==> src/rtl/data_mem_arbiter_if.sv <==
// Requester/memory bus bundle for data_mem_arbiter.
// slave = arbiter view, master = requesters, mem = memory side.
interface data_mem_arbiter_if #(
  parameter int unsigned DATA_W = 16,
  parameter int unsigned ADDR_W = 16
);
  logic              req_a;
  logic              we_a;
  logic [ADDR_W-1:0] addr_a;
  logic [DATA_W-1:0] wdata_a;
  logic              req_b;
  logic              we_b;
  logic [ADDR_W-1:0] addr_b;
  logic [DATA_W-1:0] wdata_b;
  logic              gnt_a;
  logic              gnt_b;
  logic              rvalid_a;
  logic              rvalid_b;
  logic [DATA_W-1:0] rdata;
  logic              err;
  logic              busy;
  logic              mem_write;
  logic              mem_read;
  logic [ADDR_W-1:0] mem_addr;
  logic [DATA_W-1:0] mem_wdata;
  logic [DATA_W-1:0] mem_rdata;

  modport slave (
    input  req_a, we_a, addr_a, wdata_a,
    input  req_b, we_b, addr_b, wdata_b,
    output gnt_a, gnt_b, rvalid_a, rvalid_b, rdata, err, busy,
    output mem_write, mem_read, mem_addr, mem_wdata,
    input  mem_rdata
  );

  modport master (
    output req_a, we_a, addr_a, wdata_a,
    output req_b, we_b, addr_b, wdata_b,
    input  gnt_a, gnt_b, rvalid_a, rvalid_b, rdata, err, busy
  );

  modport mem (
    input  mem_write, mem_read, mem_addr, mem_wdata,
    output mem_rdata
  );
endinterface

==> src/rtl/data_mem_arbiter.sv <==
// Two-port arbiter for the single-port data memory: IDLE -> ACCESS -> CAPTURE,
// one access per three cycles, read data returned to the granted port.
module data_mem_arbiter #(
  parameter int unsigned DATA_W = 16,
  parameter int unsigned ADDR_W = 16,
  parameter int unsigned DEPTH  = 16,
  parameter bit          RR_EN  = 1'b1
) (
  input logic               clk,
  input logic               reset,
  data_mem_arbiter_if.slave bus
);

  typedef enum logic [1:0] {
    IDLE    = 2'd0,
    ACCESS  = 2'd1,
    CAPTURE = 2'd2
  } state_t;

  state_t state;
  logic   lat_we;
  logic   lat_oor;
  logic   own_b;
  logic   last_b;

  logic              pick_b_c;
  logic              any_req_c;
  logic              sel_we_c;
  logic [ADDR_W-1:0] sel_addr_c;
  logic [DATA_W-1:0] sel_wdata_c;
  logic              oor_c;

  // Winner selection: on a tie, round-robin favours the port not granted last.
  always_comb begin
    pick_b_c = bus.req_b;
    if (bus.req_a && bus.req_b) begin
      pick_b_c = RR_EN ? !last_b : 1'b0;
    end
  end

  assign any_req_c   = bus.req_a | bus.req_b;
  assign sel_we_c    = pick_b_c ? bus.we_b    : bus.we_a;
  assign sel_addr_c  = pick_b_c ? bus.addr_b  : bus.addr_a;
  assign sel_wdata_c = pick_b_c ? bus.wdata_b : bus.wdata_a;
  assign oor_c       = (sel_addr_c >= ADDR_W'(DEPTH));

  // Access sequencer; pulses default low every cycle.
  always_ff @(posedge clk or negedge reset) begin
    if (!reset) begin
      state         <= IDLE;
      lat_we        <= 1'b0;
      lat_oor       <= 1'b0;
      own_b         <= 1'b0;
      last_b        <= 1'b1;
      bus.gnt_a     <= 1'b0;
      bus.gnt_b     <= 1'b0;
      bus.rvalid_a  <= 1'b0;
      bus.rvalid_b  <= 1'b0;
      bus.rdata     <= '0;
      bus.err       <= 1'b0;
      bus.busy      <= 1'b0;
      bus.mem_write <= 1'b0;
      bus.mem_read  <= 1'b0;
      bus.mem_addr  <= '0;
      bus.mem_wdata <= '0;
    end else begin
      bus.gnt_a    <= 1'b0;
      bus.gnt_b    <= 1'b0;
      bus.rvalid_a <= 1'b0;
      bus.rvalid_b <= 1'b0;
      bus.err      <= 1'b0;
      case (state)
        IDLE: begin
          if (any_req_c) begin
            state         <= ACCESS;
            bus.busy      <= 1'b1;
            bus.gnt_a     <= !pick_b_c;
            bus.gnt_b     <= pick_b_c;
            own_b         <= pick_b_c;
            last_b        <= pick_b_c;
            lat_we        <= sel_we_c;
            lat_oor       <= oor_c;
            bus.mem_addr  <= sel_addr_c;
            bus.mem_wdata <= sel_wdata_c;
            bus.mem_write <= sel_we_c && !oor_c;
            bus.mem_read  <= !sel_we_c && !oor_c;
          end
        end
        ACCESS: begin
          state         <= CAPTURE;
          bus.mem_write <= 1'b0;
          bus.mem_read  <= 1'b0;
        end
        CAPTURE: begin
          // Memory read is asynchronous on the held address; sample it here.
          state    <= IDLE;
          bus.busy <= 1'b0;
          bus.err  <= lat_oor;
          if (!lat_we) begin
            bus.rdata    <= lat_oor ? '0 : bus.mem_rdata;
            bus.rvalid_a <= !own_b;
            bus.rvalid_b <= own_b;
          end
        end
        default: begin
          state         <= IDLE;
          bus.busy      <= 1'b0;
          bus.mem_write <= 1'b0;
          bus.mem_read  <= 1'b0;
        end
      endcase
    end
  end

endmodule

==> src/flat_wrapper.sv <==
// flat-port wrapper written by rule: the top's interface ports become plain ports
module data_mem_arbiter_flat 
#(
  parameter int unsigned DATA_W = 16,
  parameter int unsigned ADDR_W = 16,
  parameter int unsigned DEPTH  = 16,
  parameter bit          RR_EN  = 1'b1
)
  (clk, reset, bus_req_a, bus_we_a, bus_addr_a, bus_wdata_a, bus_req_b, bus_we_b, bus_addr_b, bus_wdata_b, bus_gnt_a, bus_gnt_b, bus_rvalid_a, bus_rvalid_b, bus_rdata, bus_err, bus_busy, bus_mem_write, bus_mem_read, bus_mem_addr, bus_mem_wdata, bus_mem_rdata);
  data_mem_arbiter_if #(.DATA_W(DATA_W), .ADDR_W(ADDR_W)) bus_i ();
  input logic clk;
  input logic reset;
  input wire logic [$bits(bus_i.req_a)-1:0] bus_req_a;
  input wire logic [$bits(bus_i.we_a)-1:0] bus_we_a;
  input wire logic [$bits(bus_i.addr_a)-1:0] bus_addr_a;
  input wire logic [$bits(bus_i.wdata_a)-1:0] bus_wdata_a;
  input wire logic [$bits(bus_i.req_b)-1:0] bus_req_b;
  input wire logic [$bits(bus_i.we_b)-1:0] bus_we_b;
  input wire logic [$bits(bus_i.addr_b)-1:0] bus_addr_b;
  input wire logic [$bits(bus_i.wdata_b)-1:0] bus_wdata_b;
  output wire logic [$bits(bus_i.gnt_a)-1:0] bus_gnt_a;
  output wire logic [$bits(bus_i.gnt_b)-1:0] bus_gnt_b;
  output wire logic [$bits(bus_i.rvalid_a)-1:0] bus_rvalid_a;
  output wire logic [$bits(bus_i.rvalid_b)-1:0] bus_rvalid_b;
  output wire logic [$bits(bus_i.rdata)-1:0] bus_rdata;
  output wire logic [$bits(bus_i.err)-1:0] bus_err;
  output wire logic [$bits(bus_i.busy)-1:0] bus_busy;
  output wire logic [$bits(bus_i.mem_write)-1:0] bus_mem_write;
  output wire logic [$bits(bus_i.mem_read)-1:0] bus_mem_read;
  output wire logic [$bits(bus_i.mem_addr)-1:0] bus_mem_addr;
  output wire logic [$bits(bus_i.mem_wdata)-1:0] bus_mem_wdata;
  input wire logic [$bits(bus_i.mem_rdata)-1:0] bus_mem_rdata;
  assign bus_i.req_a = bus_req_a;
  assign bus_i.we_a = bus_we_a;
  assign bus_i.addr_a = bus_addr_a;
  assign bus_i.wdata_a = bus_wdata_a;
  assign bus_i.req_b = bus_req_b;
  assign bus_i.we_b = bus_we_b;
  assign bus_i.addr_b = bus_addr_b;
  assign bus_i.wdata_b = bus_wdata_b;
  assign bus_gnt_a = bus_i.gnt_a;
  assign bus_gnt_b = bus_i.gnt_b;
  assign bus_rvalid_a = bus_i.rvalid_a;
  assign bus_rvalid_b = bus_i.rvalid_b;
  assign bus_rdata = bus_i.rdata;
  assign bus_err = bus_i.err;
  assign bus_busy = bus_i.busy;
  assign bus_mem_write = bus_i.mem_write;
  assign bus_mem_read = bus_i.mem_read;
  assign bus_mem_addr = bus_i.mem_addr;
  assign bus_mem_wdata = bus_i.mem_wdata;
  assign bus_i.mem_rdata = bus_mem_rdata;
  data_mem_arbiter #(.DATA_W(DATA_W), .ADDR_W(ADDR_W), .DEPTH(DEPTH), .RR_EN(RR_EN)) u_core (.clk(clk), .reset(reset), .bus(bus_i));
endmodule
==> config.mk <==
export PLATFORM = sky130hd
export DESIGN_NAME = data_mem_arbiter_flat
export DESIGN_NICKNAME = d
export VERILOG_FILES = /design/src/rtl/data_mem_arbiter_if.sv /design/src/rtl/data_mem_arbiter.sv /design/src/flat_wrapper.sv
export SDC_FILE = /design/constraint.sdc
export NUM_CORES = 1
export LEC_CHECK = 0
export CORE_MARGIN = 2
export CORE_UTILIZATION = 36
export DETAILED_ROUTE_END_ITERATION = 10
export PLACE_DENSITY = 0.82
export SYNTH_ARGS = -nofsm -noshare
export SYNTH_HDL_FRONTEND = slang
export SYNTH_SLANG_ARGS = --single-unit
==> constraint.sdc <==
create_clock -name clk -period 1.55 [get_ports clk]
set_clock_uncertainty 0.2 [all_clocks]
set_input_delay 0.31 -clock clk [delete_from_list [all_inputs] [get_ports clk]]
set_output_delay 0.31 -clock clk [all_outputs]
set_load 0.01 [all_outputs]
# --- Word level (Yosys, flattened, before mapping) ---
# Cells that the tools add are included.
word_totals:
  regBits: 62
  latch_bits: 0
  mem_bits_rw: 0
  romBits: 0
  wordCells: 59
  mem_count: 0
op_classes:
  addsub: 0
  multipliers: 0
  div: 0
  magnitude_cmp: 1
  eq_ne: 3
  n_shift: 0
  n_mux: 22
  n_bitwise: 4
  reduce_logical: 13
ops:
  columns: ["operator", "count"]
  rows:
  - ["$mux 16", 3]
  - ["$ge 16x5->1 const B", 1]
  - ["$mux 1", 14]
  - ["$reduce_and 2->1", 4]
  - ["$pmux 1 s2", 3]
  - ["$logic_not 1->1", 5]
  - ["$pmux 2 s2", 1]
  - ["$logic_and 1x1->1", 3]
  - ["$not 1->1", 3]
  - ["$eq 2x1->1 const B", 1]
  - ["$eq 2x2->1 const B", 1]
  - ["$logic_not 2->1", 1]
  - ["$mux 2", 1]
  - ["$ne 2x1->1 const B", 1]
  - ["$or 1x1->1", 1]

# --- Logic depth before layout (Yosys ltp) ---
logic_depth:
  depth_word: 8
  ltp_mapped: 5
  depth_no_buf: 4

# --- Least setup slack after synthesis ---
# No wires, ideal clock.
synth_path:
  path_type: "register to register"
  startpoint: "reg u_core.last_b"
  endpoint: "reg u_core.lat_oor"
  setup_time_ns: 0.119
  arrival_time_ns: 1.169
  required_ns: 1.231
  path_slack_ns: 0.063
  stages_incl_launch_ff: 5
  path_buffers: 1
  synth_period_minus_slack_ns: 1.487
  cell_sequence: "dfstp_2 -> a21boi_2 -> buf_6 -> o32a_1 -> o21a_1"
synth_via:
  elab_chain_cells: 4
synth_lines:
  columns: ["element", "line", "text"]
  rows:
  - ["start, declared", "data_mem_arbiter.sv:24", "logic last_b;"]
  - ["start signal, assigned", "data_mem_arbiter.sv:80", "last_b <= pick_b_c;"]
  - ["$logic_not 1->1", "data_mem_arbiter.sv:37", "pick_b_c = RR_EN ? !last_b : 1'b0;"]
  - ["$mux 1", "data_mem_arbiter.sv:36", "if (bus.req_a && bus.req_b) begin"]
  - ["$mux 16", "data_mem_arbiter.sv:43", "assign sel_addr_c = pick_b_c ? bus.addr_b : bus.addr_a;"]
  - ["$ge 16x5->1", "data_mem_arbiter.sv:45", "assign oor_c = (sel_addr_c >= ADDR_W'(DEPTH));"]
  - ["end signal, assigned", "data_mem_arbiter.sv:82", "lat_oor <= oor_c;"]
  - ["end, declared", "data_mem_arbiter.sv:22", "logic lat_oor;"]
# No other way between the ends.
# A chain may end at the register's enable or synchronous reset.

# --- Worst setup path in the final report ---
layout_path:
  startpoint: "reg u_core.last_b"
  endpoint: "reg u_core.bus.mem_wdata[13]"
layout_via:
  elab_chain_cells: 3
layout_lines:
  columns: ["element", "line", "text"]
  rows:
  - ["$logic_not 1->1", "data_mem_arbiter.sv:37", null]
  - ["$mux 1", "data_mem_arbiter.sv:36", null]
  - ["$mux 16", "data_mem_arbiter.sv:44", "assign sel_wdata_c = pick_b_c ? bus.wdata_b : bus.wdata_a;"]
  - ["end signal, assigned", "data_mem_arbiter.sv:84", "bus.mem_wdata <= sel_wdata_c;"]
  - ["end, declared", "data_mem_arbiter_if.sv:32", "output mem_write, mem_read, mem_addr, mem_wdata,"]
# No other way between the ends.

==> impl_metrics.tcl <==
set metrics [dict create \
    critPathKind "reg -> reg" \
    synthTopCellsByArea "dfrtp_1 55%, mux2i_1 12%, nand2_1 7.3%" \
    htreeDepth 3 \
    use_met2_pct 28.7 \
    slowest_stage "dfstp_2" \
    setup.worst_path.start "u_core.last_b" \
    outcome "finished, final reports clean" \
    grt_pass1_wl_um 11600 \
    max_cap_violations 0 \
    ir_drop_v 0.000711 \
    grt_usage_pct 17.5 \
    clockBufferDepth 2 \
    finalMaxSlewViolations 0 \
    crit_path_cell_trace "a21boi_4, buf_12, mux2i_1, o21ai_1" \
    power_density_mw_per_mm2 1410 \
    gr-usage-met1_pct 21.2 \
    insertion_delay_ps 330 \
    die_h_um 91.8 \
    critPathMaxStageDelay_ps 380 \
    synth-edff-count 0 \
    period_needed_ps 1520 \
    busiest_layer "met2" \
    numPortBuffers 141 \
    reg2reg_setup_slack_ps 30 \
    cp.required_ps 1560 \
    ff2ff_path_depth 4 \
    place_congestion 0.791 \
    yosysUniqueCellTypes 23 \
    antenna_found_initial 0 \
    gr-usage-met3_pct 6.66 \
    initial_core_util_pct 36.5 \
    cts_root_buf "clkbuf_8" \
    slew_headroom_pct 70.6 \
    clock-sinks 62 \
    netlist_area_mm2 0.00277 \
    clk_pin_slew_ps 60 \
    hp-class "in -> async" \
    grt_pass1_vias 2457 \
    yosysMostFrequentCell "dfrtp_1" \
    fmax_mhz 656 \
    setup_viol 0 \
    ys_top_cells_by_count "61 x dfrtp_1, 54 x nand2_1, 36 x o21ai_1, 33 x mux2i_1, 16 x nand2b_1" \
    yosysWarningCount 0 \
    rsz0062_at_grt "true" \
    p_leak_nw 2.12 \
    vias 2380 \
    cp.depth 4 \
    grt_start_max_net_pins 35 \
    r2r_end "u_core.bus.mem_wdata[13]" \
    critical_path_arrival_ps 1530 \
    worstSetupEndpoint "u_core.bus.mem_wdata[13]" \
    postCtsSetupBuffers 0 \
    die_w_um 91.8 \
    synthArstFlopShare_pct 100 \
    cp_max_fo 20 \
    ys.flop_type "dfrtp_1" \
    start_kind "flop" \
    path_buf_inv 1 \
    io_pins 142 \
    tightest_slew_ps 440 \
    final_nets 497 \
    viasPerCell 4.60 \
    fp-row-count 32 \
    syn_inst 260 \
    worst_path_dominant_cell_family "flip-flops" \
    synth_area_per_cell_um2 10.7 \
    drtPass1Iterations 4 \
    drive_gt1_share_pct 12.3 \
    diodes 0 \
    antenna_left 0 \
    r2r_start "u_core.last_b" \
    cts_buffers 9 \
    period_share_pct 98.3 \
    wl_um 7080 \
    hold_viol 0 \
    syn_to_final_growth_pct 62.8 \
    globalRouteOverflowTotal 0 \
    wl_per_cell_um 13.7 \
    dp.cells 501 \
    drtIter0Drc 68 \
    synth_area_leader_cell "dfrtp_1" \
    worst_setup_path_end_kind "flop" \
    die_area_mm2 0.00842 \
    stdcell_count 517 \
    yosysTopAreaCellShare_pct 55.0 \
    ys_ff_latch 62 \
    core-area_mm2 0.00761 \
    fin_setup_tns_ps 0 \
    dp_hpwl_um 5640 \
    drc 0 \
    cts_tree "done" \
    seq_area_frac_synth_pct 56.0 \
    synth_nets 346 \
]
==> area by class of cell <==
class	instances	area, µm²
Inverter	5	18.8
Multi-Input combinational cell	177	1130
Fill cell	677	3090
Clock inverter	1	5.00
Sequential cell	62	1550
Tap cell	102	128
Clock buffer	14	163
Timing Repair Buffer	156	1520
==> logic make-up after synthesis <==
logic type	count (synthesis)	share of synthesized area [%]
AND/OR/NAND/NOR	86	14.2
flip-flops	62	56.0
AO/OA/AOI/OAI	58	12.9
multiplexers	33	11.9
buffers and inverters	21	5.05
==> sequential cells by signal (all words and copies together) (netlist names), 2 cells and up <==
register / flops
u_core.bus.mem_addr: 16
u_core.bus.rdata: 16
u_core.state: 2
u_core.bus.mem_wdata: 16
==> metrics by stage <==
| step | total power, mW | hold slack [ps] | util (%) | cell area [µm²] | worst slack [ps] |
|---|---|---|---|---|---|
| floorplan | 3.89 | -186 | - | 2770 | 62.7 |
| global placement | 5.46 | 33.4 | 57.4 | 4370 | -469 |
| detailed placement | 5.54 | 37.6 | 57.4 | 4370 | -546 |
| CTS | 6.44 | 216 | 59.0 | 4490 | 0.789 |
| global route | 6.88 | 240 | 59.4 | 4520 | -42.2 |
| finish | 6.39 | 227 | 59.4 | 4520 | 26.6 |
==> where the power goes <==
part / switching (mW) / internal, mW / leakage, nW
Combinational: 1.38 / 1.31 / 1.24
Clock: 0.556 / 0.658 / 0.0865
Sequential: 0.296 / 2.19 / 0.791
==> worst min path at each step <==
stage               startpoint                      to  slack [ps]  cells after the start
floorplan                reset         u_core.bus.busy        -190                      0
global placement         reset     u_core.bus.rdata[2]          30                      1
detailed placement       reset     u_core.bus.rdata[2]          40                      1
CTS                      reset  u_core.bus.mem_addr[7]         220                      2
global route             reset     u_core.bus.rdata[2]         240                      2
finish                   reset     u_core.bus.rdata[2]         230                      2
==> layer usage <==
metal / wire length (µm) / vias up
met5: 0 / -
met4: 81 / 0
met3: 665 / 8
met2: 3420 / 103
met1: 2910 / 1077
li1: - / 1192
==> placed cells by master (no fill, tap or decap), types with 2 or more instances in the layout <==
| cell | count |
|---|---|
| o21ai_2 | 12 |
| clkdlybuf4s15_1 | 13 |
| o21ai_0 | 2 |
| nor4_2 | 4 |
| dfrtp_1 | 61 |
| mux2i_1 | 32 |
| clkbuf_1 | 3 |
| nor2_1 | 4 |
| inv_1 | 4 |
| buf_4 | 8 |
| nand2_1 | 54 |
| clkbuf_8 | 11 |
| nor4_1 | 2 |
| nand2b_1 | 16 |
| dlygate4sd2_1 | 54 |
| buf_12 | 5 |
| nand3_1 | 2 |
| o21ai_1 | 39 |
| clkdlybuf4s50_1 | 73 |
==> repair_timing <==
item	in CTS	in global routing
gates resized for setup	72	19
hold endpoints to repair	41	0
pin swaps	6	1
endpoints found under the setup margin	91	47
hold buffers	1	0
(Power assumes the default switching activity.)
